[config.mk]
export PLATFORM = sky130hd
export DESIGN_NAME = spatz_boot_sequencer_flat
export DESIGN_NICKNAME = d
export VERILOG_FILES = /design/src/rtl/spatz_boot_sequencer_if.sv /design/src/rtl/spatz_boot_sequencer.sv /design/src/flat_wrapper.sv
export SDC_FILE = /design/constraint.sdc
export NUM_CORES = 1
export LEC_CHECK = 0
export ABC_AREA = 1
export CAP_MARGIN = 15
export CELL_PAD_IN_SITES_DETAIL_PLACEMENT = 0
export CELL_PAD_IN_SITES_GLOBAL_PLACEMENT = 2
export CORE_MARGIN = 3
export CORE_UTILIZATION = 21
export CTS_CLUSTER_DIAMETER = 30
export DETAILED_ROUTE_END_ITERATION = 7
export PLACE_DENSITY_LB_ADDON = 0.1
export SYNTH_ARGS = -nofsm -noshare
export SYNTH_HDL_FRONTEND = slang
export SYNTH_SLANG_ARGS = --single-unit
export TNS_END_PERCENT = 20
[constraint.sdc]
create_clock -name clk_i -period 2.1 [get_ports clk_i]
set_clock_uncertainty 0.15 [all_clocks]
set_input_delay 0.42 -clock clk_i [delete_from_list [all_inputs] [get_ports clk_i]]
set_output_delay 0.42 -clock clk_i [all_outputs]
set_load 0.1 [all_outputs]
[src/rtl/spatz_boot_sequencer_if.sv]
// Request/response link between the boot sequencer (master) and the reqrsp_to_axi bridge (slave).
// The parameters must match the AddrWidth/DataWidth of the sequencer that drives it.
interface spatz_boot_sequencer_if #(
   parameter int unsigned AddrWidth = 48,
   parameter int unsigned DataWidth = 64
);

   logic [AddrWidth-1:0]   q_addr;
   logic [DataWidth-1:0]   q_data;
   logic                   q_write;
   logic [DataWidth/8-1:0] q_strb;
   logic                   q_valid;
   logic                   q_ready;
   logic [DataWidth-1:0]   p_data;
   logic                   p_error;
   logic                   p_valid;
   logic                   p_ready;

   modport master (
      output q_addr, q_data, q_write, q_strb, q_valid, p_ready,
      input  q_ready, p_data, p_error, p_valid
   );

   modport slave (
      input  q_addr, q_data, q_write, q_strb, q_valid, p_ready,
      output q_ready, p_data, p_error, p_valid
   );

endinterface

[src/rtl/spatz_boot_sequencer.sv]
// Multi-cluster boot controller: writes the entry point into every cluster's BOOT_CONTROL register,
// then pulses debug_req to wake all cores. Define SPATZ_BOOT_READBACK_EN to verify each write by readback.
module spatz_boot_sequencer #(
   parameter int unsigned          NumClusters      = 1,
   parameter int unsigned          NumCores         = 2,
   parameter int unsigned          AddrWidth        = 48,
   parameter int unsigned          DataWidth        = 64,
   parameter logic [AddrWidth-1:0] PeriStartAddr    = '0,
   parameter logic [AddrWidth-1:0] ClusterStride    = AddrWidth'(32'h40000),
   parameter logic [AddrWidth-1:0] BootCtrlOffset   = '0,
   parameter int unsigned          WakeDelay        = 1000,
   parameter int unsigned          DebugPulseCycles = 1
) (
   input  logic                                clk_i,
   input  logic                                rst_ni,
   input  logic                                start_i,
   input  logic [31:0]                         entry_i,
   output logic                                busy_o,
   output logic                                done_o,
   output logic                                error_o,
   output logic [$clog2(NumClusters):0]        err_cluster_o,
   output logic [NumClusters*NumCores-1:0]     debug_req_o,
   spatz_boot_sequencer_if.master              bus
);

   localparam int unsigned ClW    = $clog2(NumClusters) + 1;
   localparam int unsigned MaxCnt = (WakeDelay > DebugPulseCycles) ? WakeDelay : DebugPulseCycles;
   localparam int unsigned CntW   = (MaxCnt > 1) ? $clog2(MaxCnt) : 1;

   localparam logic [ClW-1:0]  LastCluster = ClW'(NumClusters - 1);
   localparam logic [CntW-1:0] DelayLast   = CntW'(WakeDelay - 1);
   localparam logic [CntW-1:0] PulseLast   = CntW'(DebugPulseCycles - 1);

`ifdef SPATZ_BOOT_READBACK_EN
   typedef enum logic [3:0] {
      IDLE, DELAY, REQ, RESP, RDREQ, RDRESP, WAKE, DONE, ERROR
   } state_e;
`else
   typedef enum logic [3:0] {
      IDLE, DELAY, REQ, RESP, WAKE, DONE, ERROR
   } state_e;
`endif

   state_e                 state_q, state_d;
   logic [CntW-1:0]        cnt_q, cnt_d;
   logic [ClW-1:0]         cluster_q, cluster_d;
   logic [31:0]            entry_q, entry_d;
   logic [ClW-1:0]         err_cluster_q, err_cluster_d;
   logic [AddrWidth-1:0]   q_addr_q, q_addr_d;
   logic [DataWidth-1:0]   q_data_q, q_data_d;
   logic [DataWidth/8-1:0] q_strb_q, q_strb_d;
   logic                   q_valid_q, q_valid_d;
   logic                   p_ready_q, p_ready_d;
   logic                   busy_q, busy_d;
   logic                   done_q, done_d;
   logic                   error_q, error_d;
   logic                   debug_q, debug_d;
   logic                   cluster_ok;
   logic                   is_req_d;
`ifdef SPATZ_BOOT_READBACK_EN
   logic                   q_write_q, q_write_d;
`endif

   // Only the low 32 bits of a readback carry the entry point; the rest is don't-care.
   logic unused_p_data;
   assign unused_p_data = ^bus.p_data;

   always_comb begin
      state_d       = state_q;
      cnt_d         = cnt_q;
      cluster_d     = cluster_q;
      entry_d       = entry_q;
      err_cluster_d = err_cluster_q;
      cluster_ok    = 1'b0;

      unique case (state_q)
         IDLE, DONE, ERROR: begin
            if (start_i) begin
               entry_d       = entry_i;
               cluster_d     = '0;
               cnt_d         = '0;
               err_cluster_d = '0;
               state_d       = (WakeDelay == 0) ? REQ : DELAY;
            end
         end
         DELAY: begin
            if (cnt_q == DelayLast) begin
               cnt_d   = '0;
               state_d = REQ;
            end else begin
               cnt_d = cnt_q + 1'b1;
            end
         end
         REQ: begin
            if (q_valid_q && bus.q_ready) state_d = RESP;
         end
         RESP: begin
            if (bus.p_valid && p_ready_q) begin
               if (bus.p_error) begin
                  err_cluster_d = cluster_q;
                  state_d       = ERROR;
               end else begin
`ifdef SPATZ_BOOT_READBACK_EN
                  state_d = RDREQ;
`else
                  cluster_ok = 1'b1;
`endif
               end
            end
         end
`ifdef SPATZ_BOOT_READBACK_EN
         RDREQ: begin
            if (q_valid_q && bus.q_ready) state_d = RDRESP;
         end
         RDRESP: begin
            if (bus.p_valid && p_ready_q) begin
               if (bus.p_error || (bus.p_data[31:0] != entry_q)) begin
                  err_cluster_d = cluster_q;
                  state_d       = ERROR;
               end else begin
                  cluster_ok = 1'b1;
               end
            end
         end
`endif
         WAKE: begin
            if (cnt_q == PulseLast) begin
               cnt_d   = '0;
               state_d = DONE;
            end else begin
               cnt_d = cnt_q + 1'b1;
            end
         end
         default: state_d = IDLE;
      endcase

      // A cluster is finished once its last response came back clean: move on or wake everyone.
      if (cluster_ok) begin
         if (cluster_q == LastCluster) begin
            cnt_d   = '0;
            state_d = WAKE;
         end else begin
            cluster_d = cluster_q + 1'b1;
            state_d   = REQ;
         end
      end

      // Outputs are decoded from the next state so that every port comes straight from a flop.
`ifdef SPATZ_BOOT_READBACK_EN
      is_req_d  = (state_d == REQ) || (state_d == RDREQ);
      q_write_d = (state_d == REQ);
      p_ready_d = (state_d == RESP) || (state_d == RDRESP);
`else
      is_req_d  = (state_d == REQ);
      p_ready_d = (state_d == RESP);
`endif
      q_valid_d = is_req_d;
      q_addr_d  = is_req_d ? (PeriStartAddr + AddrWidth'(cluster_d) * ClusterStride + BootCtrlOffset)
                           : '0;
      q_data_d  = is_req_d ? DataWidth'(entry_d) : '0;
      q_strb_d  = is_req_d ? '1 : '0;
      busy_d    = !((state_d == IDLE) || (state_d == DONE) || (state_d == ERROR));
      done_d    = (state_d == DONE);
      error_d   = (state_d == ERROR);
      debug_d   = (state_d == WAKE);
   end

   always_ff @(posedge clk_i or negedge rst_ni) begin
      if (!rst_ni) begin
         state_q       <= IDLE;
         cnt_q         <= '0;
         cluster_q     <= '0;
         entry_q       <= '0;
         err_cluster_q <= '0;
         q_addr_q      <= '0;
         q_data_q      <= '0;
         q_strb_q      <= '0;
         q_valid_q     <= 1'b0;
         p_ready_q     <= 1'b0;
         busy_q        <= 1'b0;
         done_q        <= 1'b0;
         error_q       <= 1'b0;
         debug_q       <= 1'b0;
`ifdef SPATZ_BOOT_READBACK_EN
         q_write_q     <= 1'b0;
`endif
      end else begin
         state_q       <= state_d;
         cnt_q         <= cnt_d;
         cluster_q     <= cluster_d;
         entry_q       <= entry_d;
         err_cluster_q <= err_cluster_d;
         q_addr_q      <= q_addr_d;
         q_data_q      <= q_data_d;
         q_strb_q      <= q_strb_d;
         q_valid_q     <= q_valid_d;
         p_ready_q     <= p_ready_d;
         busy_q        <= busy_d;
         done_q        <= done_d;
         error_q       <= error_d;
         debug_q       <= debug_d;
`ifdef SPATZ_BOOT_READBACK_EN
         q_write_q     <= q_write_d;
`endif
      end
   end

   assign bus.q_addr    = q_addr_q;
   assign bus.q_data    = q_data_q;
   assign bus.q_strb    = q_strb_q;
   assign bus.q_valid   = q_valid_q;
   assign bus.p_ready   = p_ready_q;
`ifdef SPATZ_BOOT_READBACK_EN
   assign bus.q_write   = q_write_q;
`else
   assign bus.q_write   = 1'b1;
`endif
   assign busy_o        = busy_q;
   assign done_o        = done_q;
   assign error_o       = error_q;
   assign err_cluster_o = err_cluster_q;
   assign debug_req_o   = {(NumClusters*NumCores){debug_q}};

endmodule
[src/flat_wrapper.sv]
// flat-port wrapper written by rule: the top's interface ports become plain ports
module spatz_boot_sequencer_flat 
#(
   parameter int unsigned          NumClusters      = 1,
   parameter int unsigned          NumCores         = 2,
   parameter int unsigned          AddrWidth        = 48,
   parameter int unsigned          DataWidth        = 64,
   parameter logic [AddrWidth-1:0] PeriStartAddr    = '0,
   parameter logic [AddrWidth-1:0] ClusterStride    = AddrWidth'(32'h40000),
   parameter logic [AddrWidth-1:0] BootCtrlOffset   = '0,
   parameter int unsigned          WakeDelay        = 1000,
   parameter int unsigned          DebugPulseCycles = 1
)
  (clk_i, rst_ni, start_i, entry_i, busy_o, done_o, error_o, err_cluster_o, debug_req_o, bus_q_addr, bus_q_data, bus_q_write, bus_q_strb, bus_q_valid, bus_p_ready, bus_q_ready, bus_p_data, bus_p_error, bus_p_valid);
  spatz_boot_sequencer_if #(.AddrWidth(AddrWidth), .DataWidth(DataWidth)) bus_i ();
  input  logic clk_i;
  input  logic rst_ni;
  input  logic start_i;
  input  logic [31:0] entry_i;
  output logic busy_o;
  output logic done_o;
  output logic error_o;
  output logic [$clog2(NumClusters):0] err_cluster_o;
  output logic [NumClusters*NumCores-1:0] debug_req_o;
  output wire logic [$bits(bus_i.q_addr)-1:0] bus_q_addr;
  output wire logic [$bits(bus_i.q_data)-1:0] bus_q_data;
  output wire logic [$bits(bus_i.q_write)-1:0] bus_q_write;
  output wire logic [$bits(bus_i.q_strb)-1:0] bus_q_strb;
  output wire logic [$bits(bus_i.q_valid)-1:0] bus_q_valid;
  output wire logic [$bits(bus_i.p_ready)-1:0] bus_p_ready;
  input wire logic [$bits(bus_i.q_ready)-1:0] bus_q_ready;
  input wire logic [$bits(bus_i.p_data)-1:0] bus_p_data;
  input wire logic [$bits(bus_i.p_error)-1:0] bus_p_error;
  input wire logic [$bits(bus_i.p_valid)-1:0] bus_p_valid;
  assign bus_q_addr = bus_i.q_addr;
  assign bus_q_data = bus_i.q_data;
  assign bus_q_write = bus_i.q_write;
  assign bus_q_strb = bus_i.q_strb;
  assign bus_q_valid = bus_i.q_valid;
  assign bus_p_ready = bus_i.p_ready;
  assign bus_i.q_ready = bus_q_ready;
  assign bus_i.p_data = bus_p_data;
  assign bus_i.p_error = bus_p_error;
  assign bus_i.p_valid = bus_p_valid;
  spatz_boot_sequencer #(.NumClusters(NumClusters), .NumCores(NumCores), .AddrWidth(AddrWidth), .DataWidth(DataWidth), .PeriStartAddr(PeriStartAddr), .ClusterStride(ClusterStride), .BootCtrlOffset(BootCtrlOffset), .WakeDelay(WakeDelay), .DebugPulseCycles(DebugPulseCycles)) u_core (.clk_i(clk_i), .rst_ni(rst_ni), .start_i(start_i), .entry_i(entry_i), .busy_o(busy_o), .done_o(done_o), .error_o(error_o), .err_cluster_o(err_cluster_o), .debug_req_o(debug_req_o), .bus(bus_i));
endmodule
* After elaboration in Yosys (flattened, before gate mapping)
Index checks and enable logic that the tools add are counted.
Widths: inputs -> output; s select.
** Storage, ports and cells
- Bits in registers :: 174
- Input port bits :: 102
- Output and inout port bits :: 129
- Logic and storage cells :: 73
** Operators by class
- Add/sub/neg operators :: 2
- Equal/unequal tests :: 15
- Multiplexer cells :: 31
- Reduce and logical (&&, ||, !) cells :: 11
** Operator list (count)
- $mux 32 :: 3
- $mux 10 :: 5
- $pmux 10 s3 :: 1
- $mux 4 :: 7
- $eq 4x3->1 const B :: 6
- $pmux 4 s5 :: 1
- $mux 19 :: 1
- $eq 4x2->1 const B :: 4
- $add 10x1->10 const B :: 1
- $eq 10x10->1 const B :: 1
- $logic_not 10->1 :: 1
- $mux 1 :: 10
- $logic_not 4->1 :: 2
- $mux 8 :: 1
- $eq 4x1->1 const B :: 1
- $ne 2x2->1 const B :: 2
- $reduce_and 4->1 :: 1
- $mux 3 :: 1
- $reduce_or 3->1 :: 1
- $logic_and 1x1->1 :: 2
- $logic_or 1x1->1 :: 2
- $ne 2x1->1 const B :: 1
- $pmux 1 s2 :: 1
- $reduce_bool 2->1 :: 1
- 2 further kinds :: 2

* Longest topological paths before layout
Gate-level depths: netlist (run 1).
- Depth in word-level cells :: 8
- Mapped depth :: 11
- Depth with buffers taken out :: 10

* Worst setup path before layout (run 1)
OpenSTA, ideal clock, no wires.
- Path type :: register to register
- Start :: register u_core.p_ready_q (netlist: u_core.bus.p_ready)
- End :: register u_core.q_data_q[10] (netlist: u_core.bus.q_data[10])
- Setup time :: 0.116 ns
- Data arrival time :: 1.959 ns
- Required time :: 1.834 ns
- Path slack :: -0.125 ns
- Stages on the path, launching flop included :: 11
- Buffers on the path :: 1
- Period minus slack after synthesis :: 2.225 ns
- Path through :: dfrtp_1 > nand2_1 > nor2_1 > nand2_4 > inv_2 > nand2_2 > nand4_2 > inv_2 > nand3_4 > buf_6 > nor2_2
** On the way
- Word-level cells in the longest chain between the ends :: 6
- Elaborated cells between the ends (all ways) :: 8
- Classes of those cells :: 1 x eq/ne; 6 x mux; 1 x reduce/logical
** Ends and longest elaborated chain
- start, declared :: line spatz_boot_sequencer.sv:53 : logic p_ready_q, p_ready_d;
- start signal, assigned :: line spatz_boot_sequencer.sv:197 : p_ready_q <= p_ready_d;
- $logic_and 1x1->1 (*) :: line spatz_boot_sequencer.sv:98 : if (bus.p_valid && p_ready_q) begin
- $mux 4 / $mux 1 (equally long branches) :: line spatz_boot_sequencer.sv:98
- $pmux 4 s5 / $mux 1 (equally long branches) :: line spatz_boot_sequencer.sv:76 : unique case (state_q)
- $mux 4 (*) :: line spatz_boot_sequencer.sv:138 : if (cluster_ok) begin
- via u_core.state_d[2] :: line spatz_boot_sequencer.sv:44 : state_e state_q, state_d;
- $eq 4x2->1 (*) :: line spatz_boot_sequencer.sv:154 : is_req_d = (state_d == REQ);
- $mux 32 (*) :: line spatz_boot_sequencer.sv:160 : q_data_d = is_req_d ? DataWidth'(entry_d) : '0;
- via u_core.q_data_d[10] :: line spatz_boot_sequencer.sv:50 : logic [DataWidth-1:0] q_data_q, q_data_d;
- end signal, assigned :: line spatz_boot_sequencer.sv:194 : q_data_q <= q_data_d;
- end, declared :: line spatz_boot_sequencer.sv:50
The timed path passes the listed nets; every way through them passes the cells marked *.
A chain may end at the register's enable or synchronous reset.

* Final worst setup path (run 1)
- Start :: register u_core.cnt_q[0]
- End :: register u_core.q_data_q[26] (netlist: u_core.bus.q_data[26])
** On the way
- Word-level cells in the longest chain between the ends :: 6
- Elaborated cells between the ends (all ways) :: 8
- Classes of those cells :: 2 x eq/ne; 5 x mux; 1 x reduce/logical
** Ends and longest elaborated chain
- start, declared :: line spatz_boot_sequencer.sv:45 : logic [CntW-1:0] cnt_q, cnt_d;
- start signal, assigned :: line spatz_boot_sequencer.sv:189 : cnt_q <= cnt_d;
- $eq 10x10->1 / $logic_not 10->1 (equally long branches) :: line spatz_boot_sequencer.sv:87, spatz_boot_sequencer.sv:127
- $mux 4 (on tied branches) :: line spatz_boot_sequencer.sv:87, spatz_boot_sequencer.sv:127
- $pmux 4 s5 (*) :: line spatz_boot_sequencer.sv:76
- $mux 4 (*) :: line spatz_boot_sequencer.sv:138
- $eq 4x2->1 (*) :: line spatz_boot_sequencer.sv:154
- $mux 32 (*) :: line spatz_boot_sequencer.sv:160
- via u_core.q_data_d[26] :: line spatz_boot_sequencer.sv:50
Marks and branches as above.

==> results of run 1 <==
## where the power goes
part / switching, mW / leakage, nW / internal (mW)
sequential: 0.112 / 1.15 / 2.02
clock: 0.643 / 0.142 / 1.02
combinational: 1.47 / 1.57 / 0.488
## state kept, by name, summed over array words and instances, names as in the netlist
name / cells
u_core.bus.p_ready: 1
u_core.bus.q_addr: 1
u_core.bus.q_data: 32
u_core.bus.q_strb: 1
u_core.busy_o: 1
u_core.cluster_q: 1
u_core.cnt_q: 10
u_core.debug_q: 1
u_core.done_o: 1
u_core.entry_q: 32
u_core.err_cluster_o: 1
u_core.error_o: 1
u_core.state_q: 4
## stage by stage
stage                     setup TNS (ns)  total power, mW  cell area [µm²]  setup slack [ns]  utilization
after floorplan                        0             3.82             4650            0.0736            -
after global placement             -3.08             4.11             5340            -0.122        0.263
after detailed placement           -3.75             4.13             5340            -0.154        0.263
after CTS                              0             5.86             5640            0.0578        0.278
after global routing                   0             6.17             5660           0.00878        0.279
final                                  0             5.76             5660             0.138        0.279
## placed cells by master (no fill, tap or decap)
master	Yosys	layout
dfrtp_1	87	86
conb_1	2	81
inv_1	75	75
nand2_1	70	70
buf_4	90	62
nor2_1	37	36
clkdlybuf4s50_1	0	36
o21ai_0	27	27
nor2_2	24	24
inv_2	16	16
nand3_1	15	15
buf_12	0	15
o21ai_1	14	14
a21oi_1	11	11
clkbuf_16	0	9
nand2_2	4	4
nor3_1	3	3
ha_1	2	2
clkbuf_1	2	2
bufinv_16	0	2
nand2_4	1	1
nand4_2	1	1
o21ai_4	0	1
a21oi_2	1	1
nor2_4	0	1
nand3_4	1	1
nand4_1	1	1
xnor2_1	1	1
nor3b_1	1	1
nand3b_1	1	1
mux2i_1	1	1
dlygate4sd3_1	0	1
dfrtp_2	0	1
## cell families after synthesis
family,count (synthesis)
compound gates,54
xor+xnor,1
fa+ha+maj,2
buf+inv,192
flops,87
mux,1
other cells,2
simple gates,159
## how the worst max path moves through the flow
stage | start | to | slack (ns) | cells past startpoint
5_1_grt | u_core.cnt_q[0] | u_core.bus.q_data[26] | 0.009 | 10
3_5_place_dp | bus_p_valid | u_core.bus.q_data[26] | -0.15 | 10
6_report | u_core.cnt_q[0] | u_core.bus.q_data[26] | 0.14 | 11
4_1_cts | u_core.cnt_q[0] | u_core.bus.q_data[26] | 0.06 | 10
3_3_place_gp | bus_p_valid | u_core.bus.q_data[7] | -0.12 | 10
2_1_floorplan | u_core.bus.q_strb[6] | bus_q_strb[0] | 0.07 | 1
## layout make-up
type                       count  area [µm²]  area share
clock buffer                  11         233      0.0411
clock inverter                 2        60.1      0.0106
inverter                      91         342      0.0604
multi-input combinational    298        1370       0.242
sequential                    87        2180       0.385
tap                          270         338      0.0597
timing repair buffer         114        1140       0.201
## layer usage
layer / part of all wire / routed length [µm] / up-vias
li1: - / - / 1521
met4: 0.014 / 144 / 0
met1: 0.44 / 4550 / 1396
met3: 0.069 / 704 / 10
met5: 0 / 0 / -
met2: 0.47 / 4840 / 78
## what timing repair did
action                                  CTS  global route
hold buffers                              1             0
hold endpoints to repair                 16             0
endpoints found under the setup margin    0            34
setup buffers                             0             1
resized for setup                         0             2
==> flow_metrics.tcl, run 1 <==
set metrics [dict create \
    status "completed" \
    wl_per_cell_um 11.7 \
    cts_buffers 9 \
    final_cells 873 \
    worstSetupPathType "flop to flop" \
    clockBufferDepth 2 \
    drive_gt1_frac 0.231 \
    grt.met1_usage 0.121 \
    avgSynthCellArea_um2 8.75 \
    hpwlAfterDp_um 7340 \
    min_period_over_period 0.934 \
    p_per_area_nw_per_um2 1020 \
    antenna_found_initial 0 \
    syn_inst 498 \
    synthMuxAreaShare 0.00230 \
    critPathTopFamily "simple AND/OR/NAND/NOR gates" \
    detail-route-antenna-nets 0 \
    synthXorXnorAreaFrac 0.00201 \
    hold_viol 0 \
    cpPeakStageDelay_ns 0.36 \
    synth_compound_area_frac 0.0638 \
    clock_latency_ns 0.34 \
    dr.pass1.iters 4 \
    synthFlopType "dfrtp_1" \
    rows 52 \
    cp-start-kind "flop" \
    drt-initial-drc-count 59 \
    fillers 2230 \
    synthSimpleGateAreaFrac 0.167 \
    vias 3005 \
    worstReg2RegEnd "u_core.bus.q_data[26]" \
    rrSetupSlack_ns 0.14 \
    viasPerCell 3.44 \
    first_global_vias 3107 \
    grt_max_degree 38 \
    coreArea_um2 20300 \
    grt-ovfl-total 0 \
    post-route-min-period_ns 1.96 \
    setup_viol 0 \
    dieArea_um2 22500 \
    async_reset_ff_frac 1.00 \
    die_h_um 150 \
    synth_top_cell_area_share 0.500 \
    synthTopCellsByArea "dfrtp_1, buf_4, inv_1" \
    grtUsageMet2 0.147 \
    gp_congestion 0.701 \
    critPathCaptureType "flop" \
    syn-cell-area_um2 4360 \
    fin_nets 705 \
    root_buffer "clkbuf_16" \
    grt-busiest-layer "met2" \
    area.growth.synth_to_final_pct 29.9 \
    antennaDiodeCount 0 \
    crit_buf_inv 3 \
    drc 0 \
    initial_core_util 0.215 \
    synth.most_common_cell "buf_4" \
    clock-sinks 87 \
    ys_seq_elements 87 \
    whs_ns 0.362 \
    drv_cap 0 \
    synth_area_leader_cell "dfrtp_1" \
    dieWidth_um 150 \
    cp.arrival_ns 2.07 \
    grt_pass1_wl_um 16300 \
    path_cells "buf_4 -> inv_1 -> ha_1 -> nand2_1 -> nor2_1 -> nand3_1 -> nand3_1 -> o21ai_4 -> nand3_4 -> buf_12 -> nor2_1" \
    cts_tree "yes" \
    yosysSeqAreaShare 0.500 \
    r2r-start "u_core.cnt_q[0]" \
    grt_util_all_layers 0.0936 \
    slowest_stage "dfrtp_1" \
    synth_top_cells_by_count "buf_4, dfrtp_1, inv_1" \
    dp_cells 858 \
    port_buffers 86 \
    grt_use_met3 0.0339 \
    critical_path.max_fanout 10 \
    p_leak_nw 2.86 \
    finalMaxSlewViolations 0 \
    synthAdderAreaFrac 0.00575 \
    ir_drop_uv 367 \
    synth_cell_types 28 \
    ys_warn_count 0 \
    ff2ff_path_depth 11 \
    max_freq_ghz 0.510 \
    ios 231 \
    synth-edff-count 0 \
    synth_top_family_by_area "buffers and inverters" \
    required_ns 2.21 \
    htreeDepth 3 \
    clk_pin_slew_ns 0.06 \
    hold_class "input pin to asynchronous set/reset pin" \
    grt_setup_unrepaired "no" \
    wl_um 10200 \
]
(Power assumes the default switching activity.)
==> run 2, diff against run 1 <==
ABC_AREA = default   (was 1)
CORE_UTILIZATION = 30   (was 21)
DONT_BUFFER_PORTS = 1   (was default)
clock period = 1.8 ns   (was 2.1 ns; I/O delays follow)
==> run 2 against run 1 <==
Net effect:
- the flow now finishes with violations (hold timing, setup timing)
- worst hold slack worse by 0.79 ns
- largest cell class unchanged
- synthesized cell count shrank 27%
- critical path type unchanged
- combinational power fell by 27%
- first-iteration DRC count increased by 80%
- via count decreased by 17%
==> flow_metrics.tcl, run 2 <==
set metrics [dict create \
    status "finished with violations" \
    violations "hold timing, setup timing" \
    first_global_vias 2431 \
    multiInputGateArea_um2 1760 \
    synth.most_common_cell "buf_4" \
    crit_buf_inv 1 \
    viasPerCell 4.02 \
    clk_pin_slew_ns 0.06 \
    path_cells "ha_2 -> nand4_1 -> or4_4 -> o2111a_1 -> o21a_1 -> or3_4 -> buf_6 -> nor2b_1" \
    clock-sinks 87 \
    cts_tree "yes" \
    htreeDepth 3 \
    hpwlAfterDp_um 6140 \
    grt-ovfl-total 0 \
    antenna_found_initial 0 \
    synth_cell_types 48 \
    p_leak_nw 2.58 \
    port_buffers 0 \
    ys_seq_elements 87 \
    root_buffer "clkbuf_16" \
    synthFlopType "dfrtp_1" \
    async_reset_ff_frac 1.00 \
    yosysSeqAreaShare 0.498 \
    layout_commonest_cell "dfrtp_1" \
    wl_per_cell_um 14.3 \
    cp.arrival_ns 2.60 \
    cts_buffers 9 \
    critical_path.max_fanout 8 \
    fin_nets 540 \
    gp_congestion 0.789 \
    cp-start-kind "flop" \
    clockBufferDepth 2 \
    min_period_over_period 1.38 \
    detail-route-antenna-nets 0 \
    vias 2498 \
    fillers 1380 \
    die_h_um 127 \
    ys_warn_count 0 \
    grt_max_degree 88 \
    final_cells 621 \
    dieWidth_um 127 \
    seq_area_um2 2180 \
    max_freq_ghz 0.402 \
    setup_viol 88 \
    synthTopCellsByArea "dfrtp_1, buf_4, mux2_2" \
    avgSynthCellArea_um2 12.1 \
    fin_ws_ns -0.685 \
    dp_cells 602 \
    dr.pass1.iters 4 \
    synth_area_leader_cell "dfrtp_1" \
    p_per_area_nw_per_um2 1070 \
    rows 43 \
    hold_viol 87 \
    hold_class "input pin to asynchronous set/reset pin" \
    synth_top_cell_area_share 0.498 \
    grt_pass1_wl_um 13700 \
    syn_inst 362 \
    antennaDiodeCount 0 \
    ir_drop_uv 502 \
    tns_ns -38.31 \
    initial_core_util 0.311 \
    ios 231 \
    critPathTopFamily "simple AND/OR/NAND/NOR gates" \
    worstSetupPathType "flop to flop" \
    syn-cell-area_um2 4370 \
    required_ns 1.92 \
    synth-edff-count 0 \
    whs_ns -0.428 \
    clock_latency_ns 0.33 \
    drt-initial-drc-count 106 \
    finalMaxSlewViolations 0 \
    drc 0 \
    p_total_mw 5.73 \
    post-route-min-period_ns 2.49 \
    critPathCaptureType "flop" \
    wl_um 8860 \
    slowest_stage "or4_4" \
    grt_util_all_layers 0.109 \
    synth_top_cells_by_count "buf_4, dfrtp_1, mux2_2" \
    area.growth.synth_to_final_pct 22.1 \
    final_cell_mix "dfrtp_1, conb_1, buf_4" \
    cpPeakStageDelay_ns 0.44 \
    drv_cap 0 \
    dieArea_um2 16000 \
    grt_setup_unrepaired "yes" \
    coreArea_um2 14000 \
    drive_gt1_frac 0.410 \
]
[run 2: cell count changes in the layout (fill, tap and decap cells not counted), sizes merged, moves of 9 or more]
cell           delta
inv              -82
nand2            -65
nor2             -51
nor2b            +38
o21ai            -38
clkdlybuf4s50    -36
mux2             +32
buf               +9
nand3             -9
[run 2: final timing paths]
kind	from	end	slack (ns)	cells after the start
max	u_core.cnt_q[0]	u_core.bus.q_data[1]	-0.69	8
min in group clk_i	entry_i[1]	u_core.entry_q[1]	0.03	1
max in group asynchronous	rst_ni	u_core.cnt_q[4]	1.77	0
min reg2reg	u_core.entry_q[30]	u_core.entry_q[30]	0.34	1
max reg2reg	u_core.cnt_q[0]	u_core.bus.q_data[1]	-0.69	8
min	rst_ni	u_core.bus.q_strb[6]	-0.43	0
[run 2: cells by family (layout without fill, tap and decap cells)]
logic type                 after synthesis  count (layout)  share of synthesized area
muxes                                   33              33                     0.0848
buffers and inverters                  112             112                      0.185
AOI/OAI and AO/OA                       35              35                     0.0624
adders and majority gates                3               3                    0.00802
other                                    2              81                    0.00172
DFF                                     87              87                      0.498
xor gates and xnor gates                 1               1                    0.00200
and+or+nand+nor                         89              89                      0.158
[run 2: report_power, final]
part,internal [mW],switching [mW]
registers,2.14,0.0662
logic,0.416,1.02
clock network,1.35,0.731
total,3.91,1.81
[run 2: layout make-up]
class                           count  area share
Multi-Input combinational cell    242       0.329
Clock buffer                       10      0.0429
Sequential cell                    87       0.409
Timing Repair Buffer               87       0.149
Clock inverter                      6      0.0204
Tap cell                          180      0.0422
Inverter                            9     0.00634
[run 2: metrics by stage]
step / util / setup WS [ns] / instance area [µm²]
CTS: 0.376 / -0.674 / 5280
global route: 0.380 / -0.814 / 5330
floorplan: - / -0.678 / 4670
detailed placement: 0.345 / -0.781 / 4840
global placement: 0.345 / -0.740 / 4840
finish: 0.380 / -0.685 / 5330
[run 2: routing by layer]
layer | part of all wire | GRT usage | routed length, µm
met5 | 0 | 0 | 0
met3 | 0.094 | 0.0505 | 835
met2 | 0.47 | 0.162 | 4170
met4 | 0.0080 | 0.0442 | 71
met1 | 0.43 | 0.139 | 3780
[run 2: what timing repair did]
action	in CTS	in global routing
pin swaps	2	1
endpoints found under the setup margin	93	89
hold endpoints to repair	87	87
buffers inserted	0	1
gates cloned	1	1
resized for setup	19	7
[run 2: worst reg2reg max path: stages, from the launching register on]
cell	delay, ns
dfrtp_1	0.36
ha_2	0.18
nand4_1	0.10
or4_4	0.44
o2111a_1	0.28
o21a_1	0.19
or3_4	0.41
buf_6	0.20
nor2b_1	0.12
